## src/rtl/ram_arb_pkg.sv

```systemverilog
// Shared types and default widths for the ram_5x32 two-port arbiter.
package ram_arb_pkg;

    localparam int unsigned DEF_ADDR_W = 5;
    localparam int unsigned DEF_DATA_W = 32;
    localparam int unsigned DEF_CNT_W  = 16;

    typedef enum logic [1:0] {
        IDLE   = 2'd0,
        ACCESS = 2'd1,
        RESP   = 2'd2
    } state_e;

    typedef enum logic {
        PORT_CPU  = 1'b0,
        PORT_HOST = 1'b1
    } port_e;

endpackage

```

## src/rtl/rr_arbiter_2.sv

```systemverilog
// Two-way round-robin pick: combinational choice plus the registered last-grant pointer.
module rr_arbiter_2
    import ram_arb_pkg::*;
(
    input  logic  clk_i,
    input  logic  rst_ni,
    input  logic  cpu_req_i,
    input  logic  host_req_i,
    input  logic  take_i,
    output logic  gnt_c,
    output port_e gnt_port_c,
    output logic  contend_c
);

    port_e r_last;

    always_comb begin
        contend_c  = cpu_req_i & host_req_i;
        gnt_c      = cpu_req_i | host_req_i;
        gnt_port_c = PORT_CPU;
        if (contend_c) begin
            gnt_port_c = (r_last == PORT_HOST) ? PORT_CPU : PORT_HOST;
        end else if (host_req_i) begin
            gnt_port_c = PORT_HOST;
        end
    end

    // Pointer only moves when a contended arbitration is actually taken.
    always_ff @(posedge clk_i or negedge rst_ni) begin
        if (!rst_ni) begin
            r_last <= PORT_HOST;
        end else if (take_i && contend_c) begin
            r_last <= gnt_port_c;
        end
    end

endmodule

```

## src/rtl/ram_5x32_arbiter.sv

```systemverilog
// Serialises CPU and SPI-host single-word accesses onto the shared ram_5x32 port.
module ram_5x32_arbiter
    import ram_arb_pkg::*;
#(
    parameter int unsigned ADDR_W = DEF_ADDR_W,
    parameter int unsigned DATA_W = DEF_DATA_W,
    parameter int unsigned CNT_W  = DEF_CNT_W
) (
    input  logic              clk_i,
    input  logic              rst_ni,
    input  logic              cpu_req_i,
    input  logic              cpu_we_i,
    input  logic [ADDR_W-1:0] cpu_addr_i,
    input  logic [DATA_W-1:0] cpu_wdata_i,
    output logic              cpu_ack_o,
    output logic [DATA_W-1:0] cpu_rdata_o,
    input  logic              host_req_i,
    input  logic              host_we_i,
    input  logic [ADDR_W-1:0] host_addr_i,
    input  logic [DATA_W-1:0] host_wdata_i,
    output logic              host_ack_o,
    output logic [DATA_W-1:0] host_rdata_o,
    input  logic              host_lock_i,
    output logic              ram_we_o,
    output logic [ADDR_W-1:0] ram_addr_o,
    output logic [DATA_W-1:0] ram_data_o,
    input  logic [DATA_W-1:0] ram_data_i,
    output logic              busy_o,
    output logic [CNT_W-1:0]  contention_cnt_o
);

    state_e              r_state;
    state_e              w_state_nxt;
    port_e               r_port;
    logic                r_we;
    logic                r_ram_we;
    logic [ADDR_W-1:0]   r_ram_addr;
    logic [DATA_W-1:0]   r_ram_data;
    logic                r_cpu_ack;
    logic                r_host_ack;
    logic [DATA_W-1:0]   r_cpu_rdata;
    logic [DATA_W-1:0]   r_host_rdata;
    logic                r_busy;
    logic [CNT_W-1:0]    r_cnt;

    logic                w_cpu_elig;
    logic                w_in_idle;
    logic                w_gnt;
    port_e               w_gnt_port;
    logic                w_contend;
    logic                w_grant;
    logic                w_sel_we;
    logic [ADDR_W-1:0]   w_sel_addr;
    logic [DATA_W-1:0]   w_sel_wdata;
    logic                w_ram_we_d;
    logic                w_cpu_ack_d;
    logic                w_host_ack_d;
    logic                w_cpu_cap;
    logic                w_host_cap;

    assign w_cpu_elig = cpu_req_i & ~host_lock_i;
    assign w_in_idle  = (r_state == IDLE);

    rr_arbiter_2 u_rr (
        .clk_i      (clk_i),
        .rst_ni     (rst_ni),
        .cpu_req_i  (w_cpu_elig),
        .host_req_i (host_req_i),
        .take_i     (w_in_idle),
        .gnt_c      (w_gnt),
        .gnt_port_c (w_gnt_port),
        .contend_c  (w_contend)
    );

    // Next state and next values of the registered outputs.
    always_comb begin
        w_state_nxt  = r_state;
        w_grant      = 1'b0;
        w_ram_we_d   = 1'b0;
        w_cpu_ack_d  = 1'b0;
        w_host_ack_d = 1'b0;
        w_cpu_cap    = 1'b0;
        w_host_cap   = 1'b0;
        w_sel_we     = (w_gnt_port == PORT_HOST) ? host_we_i    : cpu_we_i;
        w_sel_addr   = (w_gnt_port == PORT_HOST) ? host_addr_i  : cpu_addr_i;
        w_sel_wdata  = (w_gnt_port == PORT_HOST) ? host_wdata_i : cpu_wdata_i;
        case (r_state)
            IDLE: begin
                if (w_gnt) begin
                    w_grant     = 1'b1;
                    w_ram_we_d  = w_sel_we;
                    w_state_nxt = ACCESS;
                end
            end
            ACCESS: begin
                w_cpu_ack_d  = (r_port == PORT_CPU);
                w_host_ack_d = (r_port == PORT_HOST);
                w_state_nxt  = RESP;
            end
            RESP: begin
                w_cpu_cap   = (r_port == PORT_CPU)  && !r_we;
                w_host_cap  = (r_port == PORT_HOST) && !r_we;
                w_state_nxt = IDLE;
            end
            default: w_state_nxt = IDLE;
        endcase
    end

    always_ff @(posedge clk_i or negedge rst_ni) begin
        if (!rst_ni) begin
            r_state <= IDLE;
        end else begin
            r_state <= w_state_nxt;
        end
    end

    // Grant capture, RAM drive, acks, read-data capture and contention count.
    always_ff @(posedge clk_i or negedge rst_ni) begin
        if (!rst_ni) begin
            r_port       <= PORT_CPU;
            r_we         <= 1'b0;
            r_ram_we     <= 1'b0;
            r_ram_addr   <= '0;
            r_ram_data   <= '0;
            r_cpu_ack    <= 1'b0;
            r_host_ack   <= 1'b0;
            r_cpu_rdata  <= '0;
            r_host_rdata <= '0;
            r_busy       <= 1'b0;
            r_cnt        <= '0;
        end else begin
            r_ram_we   <= w_ram_we_d;
            r_cpu_ack  <= w_cpu_ack_d;
            r_host_ack <= w_host_ack_d;
            r_busy     <= (w_state_nxt != IDLE);
            if (w_grant) begin
                r_port     <= w_gnt_port;
                r_we       <= w_sel_we;
                r_ram_addr <= w_sel_addr;
                r_ram_data <= w_sel_wdata;
                if (w_contend && (r_cnt != '1)) begin
                    r_cnt <= r_cnt + CNT_W'(1);
                end
            end
            if (w_cpu_cap) begin
                r_cpu_rdata <= ram_data_i;
            end
            if (w_host_cap) begin
                r_host_rdata <= ram_data_i;
            end
        end
    end

    assign cpu_ack_o        = r_cpu_ack;
    assign cpu_rdata_o      = r_cpu_rdata;
    assign host_ack_o       = r_host_ack;
    assign host_rdata_o     = r_host_rdata;
    assign ram_we_o         = r_ram_we;
    assign ram_addr_o       = r_ram_addr;
    assign ram_data_o       = r_ram_data;
    assign busy_o           = r_busy;
    assign contention_cnt_o = r_cnt;

endmodule

```

## config.mk

```make
export PLATFORM = sky130hd
export DESIGN_NAME = ram_5x32_arbiter
export DESIGN_NICKNAME = d
export VERILOG_FILES = /design/src/rtl/ram_arb_pkg.sv /design/src/rtl/rr_arbiter_2.sv /design/src/rtl/ram_5x32_arbiter.sv
export SDC_FILE = /design/constraint.sdc
export NUM_CORES = 1
export LEC_CHECK = 0
export ABC_AREA = 0
export ABC_CLOCK_PERIOD_IN_PS = 2700
export BUFFER_PORTS_ARGS = -buffer_cell sky130_fd_sc_hd__buf_2
export CAP_MARGIN = 10
export CORE_ASPECT_RATIO = 1.2
export CORE_MARGIN = 8
export CORE_UTILIZATION = 40
export CTS_CLUSTER_DIAMETER = 150
export DETAILED_ROUTE_END_ITERATION = 8
export PLACE_DENSITY = 0.7
export SYNTH_ARGS = -nofsm -noshare
export SYNTH_HDL_FRONTEND = slang
export SYNTH_SLANG_ARGS = --single-unit
```

## constraint.sdc

```tcl
create_clock -name clk_i -period 2.7 [get_ports clk_i]
set_input_delay 0.27 -clock clk_i [delete_from_list [all_inputs] [get_ports clk_i]]
set_output_delay 0.27 -clock clk_i [all_outputs]
set_load 0.01 [all_outputs]
```

Yosys cells after proc, flatten, opt, wreduce, memory -nomap -nowiden
Cells that the tools add are included.
Storage, ports and cells
  bits in registers: 126
  latch bits: 0
  RAM bits: 0
  memory bits (read-only): 0
  input bits: 113
  output and inout port bits: 121
  memories: 0
Cells by class
  $add $sub $neg: 1
  multipliers: 0
  divide/modulo/power cells: 0
  $lt $le $gt $ge: 0
  equality and inequality tests: 3
  shift operators: 0
  multiplexer cells: 16
  bitwise gates (word level): 5
  reductions and logical operators: 8
Operators with widths (number)
  $mux 32: 1
  $add 16x1->16 const B: 1
  $ne 16x16->1 const B: 1
  $mux 1: 12
  $mux 5: 1
  $logic_and 1x1->1: 4
  $pmux 2 s2: 1
  $and 1x1->1: 2
  $eq 2x1->1 const B: 1
  $eq 2x2->1 const B: 1
  $logic_not 2->1: 1
  $mux 2: 1
  $not 1->1: 2
  $reduce_and 2->1: 1
  $reduce_bool 2->1: 1
  $logic_not 1->1: 1
  $or 1x1->1: 1

Depth between registers and ports, before layout
Gate-level depths: netlist (run 1).
  depth in word-level cells: 7
  mapped depth: 6
  mapped depth without buffers: 5

Modules after synthesis
Synthesis (run 1) repeated with hierarchy kept, for this count alone.
Unflattened totals
  cells, all modules: 400
  area total of the unflattened synthesis: 5201.2 um^2
Modules (own cells, without submodules)
  ram_5x32_arbiter: times used 1, cells an instance 394, area each 5139.9 um^2, sequential area each 3128.0 um^2
  rr_arbiter_2: times used 1, cells an instance 6, area each 61.3 um^2, sequential area each 26.3 um^2

Worst setup path after synthesis (run 1)
Ideal clock, no wire load.
  path type: register to register
  start point: register r_cnt[0], in the netlist contention_cnt_o[0]
  end point: register r_cnt[1], in the netlist contention_cnt_o[1]
  setup time: 0.125 ns
  arrival time: 1.488 ns
  path slack: 1.087 ns
  stages on the path, launching flop included: 6
  path buffers: 0
  cells stage by stage: dfrtp_1 > ha_1 > nand3_1 > nor4_4 > nor2_1 > mux2_2
Between the ends
  longest elaborated chain between the ends: 3
  elaborated cells on any way between the ends: 4
  classes of those cells: 1 x add/sub; 1 x eq/ne; 2 x reduce/logical
Ends and longest elaborated chain
  start: declaration: line ram_5x32_arbiter.sv:44  | logic [CNT_W-1:0] r_cnt;
  start signal: assignment: line ram_5x32_arbiter.sv:142  | r_cnt <= r_cnt + CNT_W'(1);
  branches (longest 3 deep; another with $add 16x1->16)
Several ways; the timed one is not identified.
A chain may end at the register's enable or synchronous reset.

Final worst setup path (run 1)
  start point: register r_cnt[12], in the netlist contention_cnt_o[12]
  end point: register r_cnt[10], in the netlist contention_cnt_o[10]
Between the ends
  longest elaborated chain between the ends: 3
Ends and longest elaborated chain
  $ne 16x16->1: line ram_5x32_arbiter.sv:141  | if (w_contend && (r_cnt != '1)) begin
  $logic_and 1x1->1: line ram_5x32_arbiter.sv:141
  $reduce_and 2->1 (no source line)
Every way passes these cells.

==> results.md, run 1 <==
* Critical path arrival at 2.08 ns
* Starting Density at 0.411
* # rows at 45
* Area grow syn2layout at 37.8%
* Dpl hpwl at 10600 um
* Final wirelength at 13700 um
* CTS tree: built
* Clock transition at path regs at 0.06 ns
* Top_reg_cell synth: dfrtp_1
* Die area at 0.0170 mm^2
* Routability cong. at 0.876
* Max-cap viol count at 0
* H-tree levels at 4
* Final Hold Viols at 0
* Outcome: finished, final reports clean
* Clock Tree Root: clkbuf_16
* Worst path max stage delay at 0.68 ns
* Overall track demand over capacity in global routing at 0.164
* Post-Syn Nets at 513
* Setup WS post-layout at 0.875 ns
* Synth top area share at 0.600
* Worst hold slack at 0.0996 ns
* Crit-path cells: nand4_1 > nor3_1 > nor4b_1 > xor2_1
* Mapped cell area at 0.00521 mm^2
* CP max stage cell: nor3_1
* Dpl ws at 0.934 ns
* Register area share after synthesis at 0.605
* Post-CTS resize count at 0
* 1st-pass router iterations at 4
* CTS max path bufs at 2
* Worst Path Max Fanout at 7
* Worst VDD drop at 0.497 mV
* Placed cell areas at 0.00660 mm^2
* IO Port Bufs at 233
* Largest net degree at the start of global routing at 81
* Worst Hold Class: in -> reg
* Tmin final at 1.83 ns
* Asr flop ratio synth at 1.00
* Fin area at 0.00718 mm^2
* Vias in the first global route at 4391
* Initial antenna violation count at 2
* Measured slew at the worst slew-check pin at 0.737 ns
* DRT antenna net count at 0
* Vias/cell at 4.87
* Placed cell count at 781
* RSZ-0062 raised after global routing: no
* Leading post-synthesis cells by cell area: dfrtp_1 60%, mux2_2 14%, mux2i_1 7.3%, o21ai_0 3.7%, nand2_1 3.3%
* CORE AREA at 0.0127 mm^2
* EDFF count, synth at 0
* ANT cells at 0
* Critical path type: reg -> reg
* Avg Inst Size Synth at 13.1 um^2
* Share of cells above drive strength 1 at 0.525
* CTS Sinks at 126
* Die W at 120 um
* Ports at 234
* Post-synthesis cell type count at 38
* Syn Inst Count at 399
* Final cycle utilization of the critical path at 0.676
* Fmax at 548 MHz
* WP data required at 2.96 ns
* Crit. End Element: flop
* Fin Setup TNS at 0 ns
* Fin nets at 751
* Grt total ovfl at 0
* Top-count cell post-synth: dfrtp_1
* Max-slew violations at 0
* DRC at 0
* Total CTS buffers at 17
* Iter 0 DRT Violations at 180
* First-pass GRT wire length at 22300 um
* DR WL/cell at 16.9 um
* Seq cells post-synth at 126
* Worst-Skew Late Latency at 0.40 ns
* Yosys top cell by area: dfrtp_1
* Kind of start point of the critical path: flop
* Final setup viols at 0
* Cell Pwr Density at 1140 mW/mm^2
* Post-synth top cells: 125 x dfrtp_1, 63 x mux2_2, 46 x nand2_1
* Vias at 3963
* Yosys Warn Count at 0
* Pleak at 3.73 nW
* Die H at 141 um
* Setup bufs post-CTS at 0
* Slew headroom at 0.505
* Finished Layout Cells at 813
* Clk_skew at 0.00932 ns
critical path: cells and delay by family, from the launching register on:
| family | cells | cell delay, ns |
|---|---|---|
| AND/OR/NAND/NOR | 3 | 1.09 |
| XOR/XNOR | 1 | 0.18 |
| flip-flops | 1 | 0.43 |
placed cells by master (no fill, tap or decap), types with 5 or more instances in the layout:
cell type  synthesis  layout
mux2i_1           38      38
nand2_1           46      45
o21ai_0           39      39
nor2_1             6       6
nand3_1            5       5
mux2_2            63      63
dfrtp_1          125     125
clkbuf_16          0      17
buf_2             11     232
xor2_1            13      13
sequential cells by signal, summed over array words and instances, names as in the netlist, 2 cells and up:
name / flops
r_state: 2
ram_addr_o: 5
contention_cnt_o: 16
ram_data_o: 32
host_rdata_o: 32
cpu_rdata_o: 32
layer usage:
layer | vias up | track usage | routed length, um
met5 | - | 0 | 26
met4 | 4 | 0.0474 | 112
met3 | 12 | 0.0723 | 1400
met2 | 187 | 0.273 | 6590
met1 | 1876 | 0.185 | 5620
li1 | 1884 | - | -
timing repair:
action	CTS	global route
endpoints found under the setup margin	0	0
hold buffers	1	0
endpoints found under the hold margin	11	0
path summary, 6_finish.rpt:
| check | from | end | slack, ns | cells past startpoint |
|---|---|---|---|---|
| min reg2reg | ram_data_o[26] | ram_data_o[26] | 0.47 | 2 |
| max | contention_cnt_o[12] | contention_cnt_o[10] | 0.87 | 4 |
| min | ram_data_i[6] | host_rdata_o[6] | 0.1 | 2 |
| max reg2reg | contention_cnt_o[12] | contention_cnt_o[10] | 0.87 | 4 |
| max in group asynchronous | rst_ni | ram_data_o[9] | 1.64 | 3 |
| min in group asynchronous | rst_ni | cpu_rdata_o[30] | 0.27 | 2 |
cell families (layout without fill, tap and decap cells):
kind of cell | count (synthesis) | in the layout | share of synthesized area
compound gates | 45 | 45 | 0.0458
mux | 103 | 103 | 0.213
xor+xnor | 14 | 14 | 0.0235
flops | 126 | 126 | 0.605
simple gates | 86 | 86 | 0.0891
fa+ha+maj | 1 | 1 | 0.00240
buf+inv | 24 | 274 | 0.0206
power by group:
part | total [mW] | switching (mW) | leakage, nW | internal [mW]
Sequential | 3.23 | 0.485 | 1.55 | 2.75
Combinational | 2.78 | 1.44 | 1.90 | 1.34
Clock | 2.19 | 0.811 | 0.276 | 1.38
Total | 8.21 | 2.74 | 3.73 | 5.47
final cells by class:
type	instances	area [um^2]
Tap cell	164	205
Timing Repair Buffer	240	1260
Sequential cell	126	3150
Multi-Input combinational cell	249	1970
Clock inverter	12	136
Fill cell	1096	5480
Inverter	3	11.3
Clock buffer	19	443
through the flow:
stage / util / power, mW
4_1_cts: 0.567 / 8.35
2_1_floorplan: - / 4.73
3_5_place_dp: 0.521 / 6.12
3_3_place_gp: 0.521 / 5.99
5_1_grt: 0.567 / 8.75
6_report: 0.567 / 8.21
Power figures use the tool's default switching activity.
==> run 2: changes to the inputs <==
- ABC_CLOCK_PERIOD_IN_PS: 2700 -> 1800
- clock period: 2.7 -> 1.8 ns (I/O delays scaled with it)
==> run 2 against run 1 <==
  * Wire length is 1.5% higher
  * Critical path type unchanged
  * Non-clock buffer count is 8 higher
  * First-iteration DRC count is 3.3% higher
  * Sequential share of layout area is 1.3 points lower
  * Design area is 3.0% higher
  * Maximum frequency is 5.2% higher
  * Combinational power is 54% higher
  * Worst hold slack worse by 0.081 ns
  * Final cell count is 1.1% higher
==> results.md, run 2 (same netlist as run 1, synthesis figures left out) <==
* Worst Path Max Fanout at 5
* Combinational Power Share at 0.332
* Worst path max stage delay at 0.44 ns
* Sw frac at 0.325
* Final wirelength at 14000 um
* WP depth at 4
* Area grow syn2layout at 41.9%
* Sequential cell area at 0.00315 mm^2
* Overall track demand over capacity in global routing at 0.165
* CORE AREA at 0.0127 mm^2
* DRC at 0
* Vias at 4007
* Depth of the worst hold-timing path at 2
* CTS max path bufs at 2
* Tmin final at 1.74 ns
* Finished Layout Cells at 822
* Dpl hpwl at 10800 um
* Switching power at 4.20 mW
* Kind of start point of the critical path: flop
* Outcome: finished, final reports clean
* DR WL/cell at 17.0 um
* Vias in the first global route at 4499
* FILL cells at 1061
* Max-cap viol count at 0
* Dpl ws at 0.0467 ns
* Final setup viols at 0
* Iter 0 DRT Violations at 186
* Final Hold Viols at 0
* Ports at 234
* Measured slew at the worst slew-check pin at 0.384 ns
* RSZ-0062 raised after global routing: yes
* Pleak at 3.83 nW
* Starting Density at 0.411
* Clock transition at path regs at 0.06 ns
* Fmax at 576 MHz
* Routability cong. at 0.839
* DRT antenna net count at 0
* Clock share of power at 0.293
* Commonest non-fill, non-tap cell in the layout: buf_2
* Placed cell count at 788
* Commonest cells after routing, fill and taps aside: 232 x buf_2, 125 x dfrtp_1, 63 x mux2_2, 45 x nand2_1, 39 x o21ai_0
* IO Port Bufs at 233
* Initial antenna violation count at 1
* Worst VDD drop at 0.718 mV
* Cell family with most CP delay: simple AND/OR/NAND/NOR gates
* Fin nets at 759
* Area taken by multi-input logic gates at 0.00200 mm^2
* Die H at 141 um
* Cells on worst reg2reg path at 4
* Total CTS buffers at 17
* CTS Sinks at 126
* 1st-pass router iterations at 4
* Critical path type: reg -> reg
* Cell Pwr Density at 1740 mW/mm^2
* H-tree levels at 4
* Vias/cell at 4.87
* Fin Setup TNS at 0 ns
* Crit. End Element: flop
* CTS tree: built
* Crit-path cells: nor4b_4 > nand2_1 > nor2_1 > mux2_2
* Worst-Skew Late Latency at 0.40 ns
* Die area at 0.0170 mm^2
* Clock Tree Root: clkbuf_16
* Setup WS post-layout at 0.0647 ns
* Die W at 120 um
* Setup bufs post-CTS at 0
* First-pass GRT wire length at 22600 um
* Clk_skew at 0.00769 ns
* Final cycle utilization of the critical path at 0.964
* Int Pwr at 8.70 mW
* Largest net degree at the start of global routing at 70
* # rows at 45
* Critical path arrival at 2.03 ns
* CP max stage cell: dfrtp_1
* Max-slew violations at 0
* ANT cells at 0
* Sequential share of power at 0.375
* Share of cells above drive strength 1 at 0.536
* Slew headroom at 0.742
* Overall Power at 12.9 mW
* WP data required at 2.09 ns
* Buffers & Inverters on Critical Path at 0
* Grt total ovfl at 0
* Worst Hold Class: in -> reg
==> run 2: power groups by stage <==
| stage | clock network [mW] | logic, mW | registers (mW) |
|---|---|---|---|
| after floorplan | 0 | 1.70 | 5.40 |
| after global placement | 0 | 4.26 | 4.82 |
| after detailed placement | 0 | 4.40 | 4.87 |
| after CTS | 3.87 | 4.39 | 4.85 |
| after global routing | 3.99 | 4.71 | 5.01 |
| final | 3.79 | 4.28 | 4.84 |
==> run 2: worst paths after layout <==
path                                start  slack [ns]                  end
setup / recovery               r_state[1]        0.06  contention_cnt_o[1]
hold / removal              ram_data_i[7]        0.02      host_rdata_o[7]
setup reg to reg               r_state[1]        0.06  contention_cnt_o[1]
hold reg to reg            ram_data_o[15]        0.47       ram_data_o[15]
max in group asynchronous          rst_ni        1.02       ram_data_o[30]
min in group asynchronous          rst_ni        0.17       cpu_rdata_o[6]
==> run 2: repair_timing <==
action,CTS,global route
gates resized for setup,0,4
hold buffers,2,0
endpoints found under the hold margin,126,0
setup endpoints to repair,0,5
==> run 2: layout make-up <==
cell class	count	share of cell area
clock inverter	14	0.0308
tap	164	0.0277
sequential	126	0.426
inverter	3	0.00152
multi-input combinational	249	0.270
clock buffer	18	0.0580
timing repair buffer	248	0.186
==> run 2: layer usage <==
metal / global-route usage / vias up / routed length, um
met4: 0.0619 / 2 / 172
met2: 0.275 / 192 / 6600
met3: 0.0699 / 14 / 1400
met5: 0 / - / 13
li1: - / 1899 / -
met1: 0.184 / 1900 / 5770
==> run 2: worst reg2reg max path: stages (launching register included) <==
cell and delay (ns):
dfrtp_1 0.44, nor4b_4 0.39, nand2_1 0.22, nor2_1 0.23
mux2_2 0.35
==> run 2: stage by stage <==
step,instance area (um^2),util,hold WS [ns]
2_1_floorplan,5210,-,-0.116
3_3_place_gp,6700,0.529,0.0404
3_5_place_dp,6700,0.529,0.0443
4_1_cts,7370,0.582,0.00191
5_1_grt,7400,0.584,0.00804
6_report,7400,0.584,0.0190
==> run 3: changes to the inputs <==
- PLACE_DENSITY: 0.7 -> 0.67
- RECOVER_POWER: default -> 100
==> run 3 against run 2 <==
  * Combinational power fell by 10%
  * Design area is 4.7% lower
  * Maximum frequency increased by 1.2%
  * Total power fell by 7.5%
  * Final cell count shrank 0.49%
  * Worst hold slack got worse by 0.0029 ns
  * Count of clock-buffer cells in the layout grew 1
  * Largest cell class unchanged
  * Largest power group unchanged
==> results.md, run 3 (same netlist as run 1, synthesis figures left out) <==
* Worst Hold Launch: ram_data_i[6]
* Clk_skew at 0.00926 ns
* Max-slew violations at 0
* Critical path arrival at 2.00 ns
* Switching power at 4.16 mW
* Grt total ovfl at 0
* DRT antenna net count at 0
* Overall Power at 11.9 mW
* ANT cells at 0
* CTS Sinks at 126
* Kind of start point of the critical path: flop
* IO Port Bufs at 233
* Dpl hpwl at 10500 um
* Starting Density at 0.411
* CP Launch Point: contention_cnt_o[5]
* Fmax at 583 MHz
* CTS max path bufs at 2
* Vias in the first global route at 4392
* Crit-path cells: nand4_1 > nor4_4 > nor2_2 > mux2_2
* CP max stage cell: nor4_4
* DR WL/cell at 16.9 um
* Int Pwr at 7.77 mW
* Sequential share of power at 0.409
* Clock transition at path regs at 0.06 ns
* Die area at 0.0170 mm^2
* Share of cells above drive strength 1 at 0.350
* Commonest non-fill, non-tap cell in the layout: dfrtp_1
* Iter 0 DRT Violations at 252
* Outcome: finished, final reports clean
* Sw frac at 0.349
* Worst-Skew Late Latency at 0.40 ns
* Fin util at 0.557
* Cell family with most CP delay: simple AND/OR/NAND/NOR gates
* Worst path max stage delay at 0.56 ns
* Cell Pwr Density at 1690 mW/mm^2
* Worst hold slack at 0.0161 ns
* Worst VDD drop at 0.653 mV
* Largest net degree at the start of global routing at 62
* Clock share of power at 0.270
* RSZ-0062 raised after global routing: yes
* Total CTS buffers at 17
* Fin Setup TNS at 0 ns
* CTS tree: built
* Crit. End Element: flop
* Routability cong. at 0.868
* Buffers & Inverters on Critical Path at 0
* Pleak at 3.35 nW
* Final Hold Viols at 0
* Final wirelength at 13800 um
* # rows at 45
* Final setup viols at 0
* Initial antenna violation count at 0
* Clock Tree Root: clkbuf_16
* WP data required at 2.09 ns
* Area grow syn2layout at 35.3%
* Measured slew at the worst slew-check pin at 0.742 ns
* H-tree levels at 4
* 1st-pass router iterations at 4
* Launch point of the worst reg-to-reg path: contention_cnt_o[5]
* Fin area at 0.00705 mm^2
* Max-cap viol count at 0
* Combinational Power Share at 0.321
* Vias/cell at 4.89
* Final cycle utilization of the critical path at 0.952
* Die H at 141 um
* Overall track demand over capacity in global routing at 0.163
* CORE AREA at 0.0127 mm^2
* Commonest cells after routing, fill and taps aside: 125 x dfrtp_1, 120 x clkbuf_1, 114 x buf_2, 63 x mux2_2, 46 x nand2_1
* Setup bufs post-CTS at 0
* Vias at 4001
* Fin nets at 755
* Slew headroom at 0.505
* Worst Hold Class: in -> reg
* Die W at 120 um
* Critical path type: reg -> reg
* Worst Path Max Fanout at 8
* First-pass GRT wire length at 22300 um
* DRC at 0
* Placed cell areas at 0.00666 mm^2
* Tmin final at 1.71 ns
* Ports at 234
==> run 3: cell types whose count changed in the layout (fill, tap and decap cells not counted), sizes merged <==
cell         change
clkinv           +3
dlygate4sd3      -1
inv              -4
buf            -125
clkinvlp         +4
clkbuf         +123
bufinv           -4
==> run 3: final timing paths <==
path	end	cells past startpoint	slack, ns
setup / recovery	contention_cnt_o[1]	4	0.09
hold / removal	host_rdata_o[6]	2	0.02
setup reg to reg	contention_cnt_o[1]	4	0.09
hold reg to reg	ram_data_o[19]	2	0.48
max in group asynchronous	ram_data_o[7]	3	0.36
min in group asynchronous	cpu_rdata_o[4]	2	0.37
==> run 3: area by class of cell <==
type	instances	area [um^2]
clock buffer	19	453
clock inverter	13	115
fill	1157	5620
inverter	3	11.3
multi-input combinational	249	1990
sequential	126	3150
tap	164	205
timing repair buffer	244	1120
==> run 3: timing repair <==
item                                    CTS  global route
endpoints found under the hold margin    26             0
endpoints found under the setup margin    0             5
gates resized for setup                   0             5
hold buffers                              1             0
==> run 3: layer usage <==
metal  up-vias  share of wire  track usage
met3        13           0.10       0.0683
li1       1899              -            -
met4         0          0.013       0.0593
met5         -              0            0
met1      1896           0.43        0.193
met2       193           0.46        0.258
==> run 3: power by group through the flow <==
stage / registers [mW] / logic, mW / clock network [mW]
finish: 4.88 / 3.84 / 3.22
global route: 5.05 / 4.30 / 3.44
CTS: 4.85 / 4.33 / 3.31
floorplan: 5.40 / 1.70 / 0
detailed placement: 4.87 / 4.34 / 0
global placement: 4.82 / 4.22 / 0
==> run 3: through the flow <==
stage | cells | setup slack (ns)
after floorplan | 399 | 0.187
after global placement | 785 | 0.150
after detailed placement | 785 | 0.0898
after CTS | 818 | 0.0699
after global routing | 818 | -0.0371
final | 818 | 0.0860
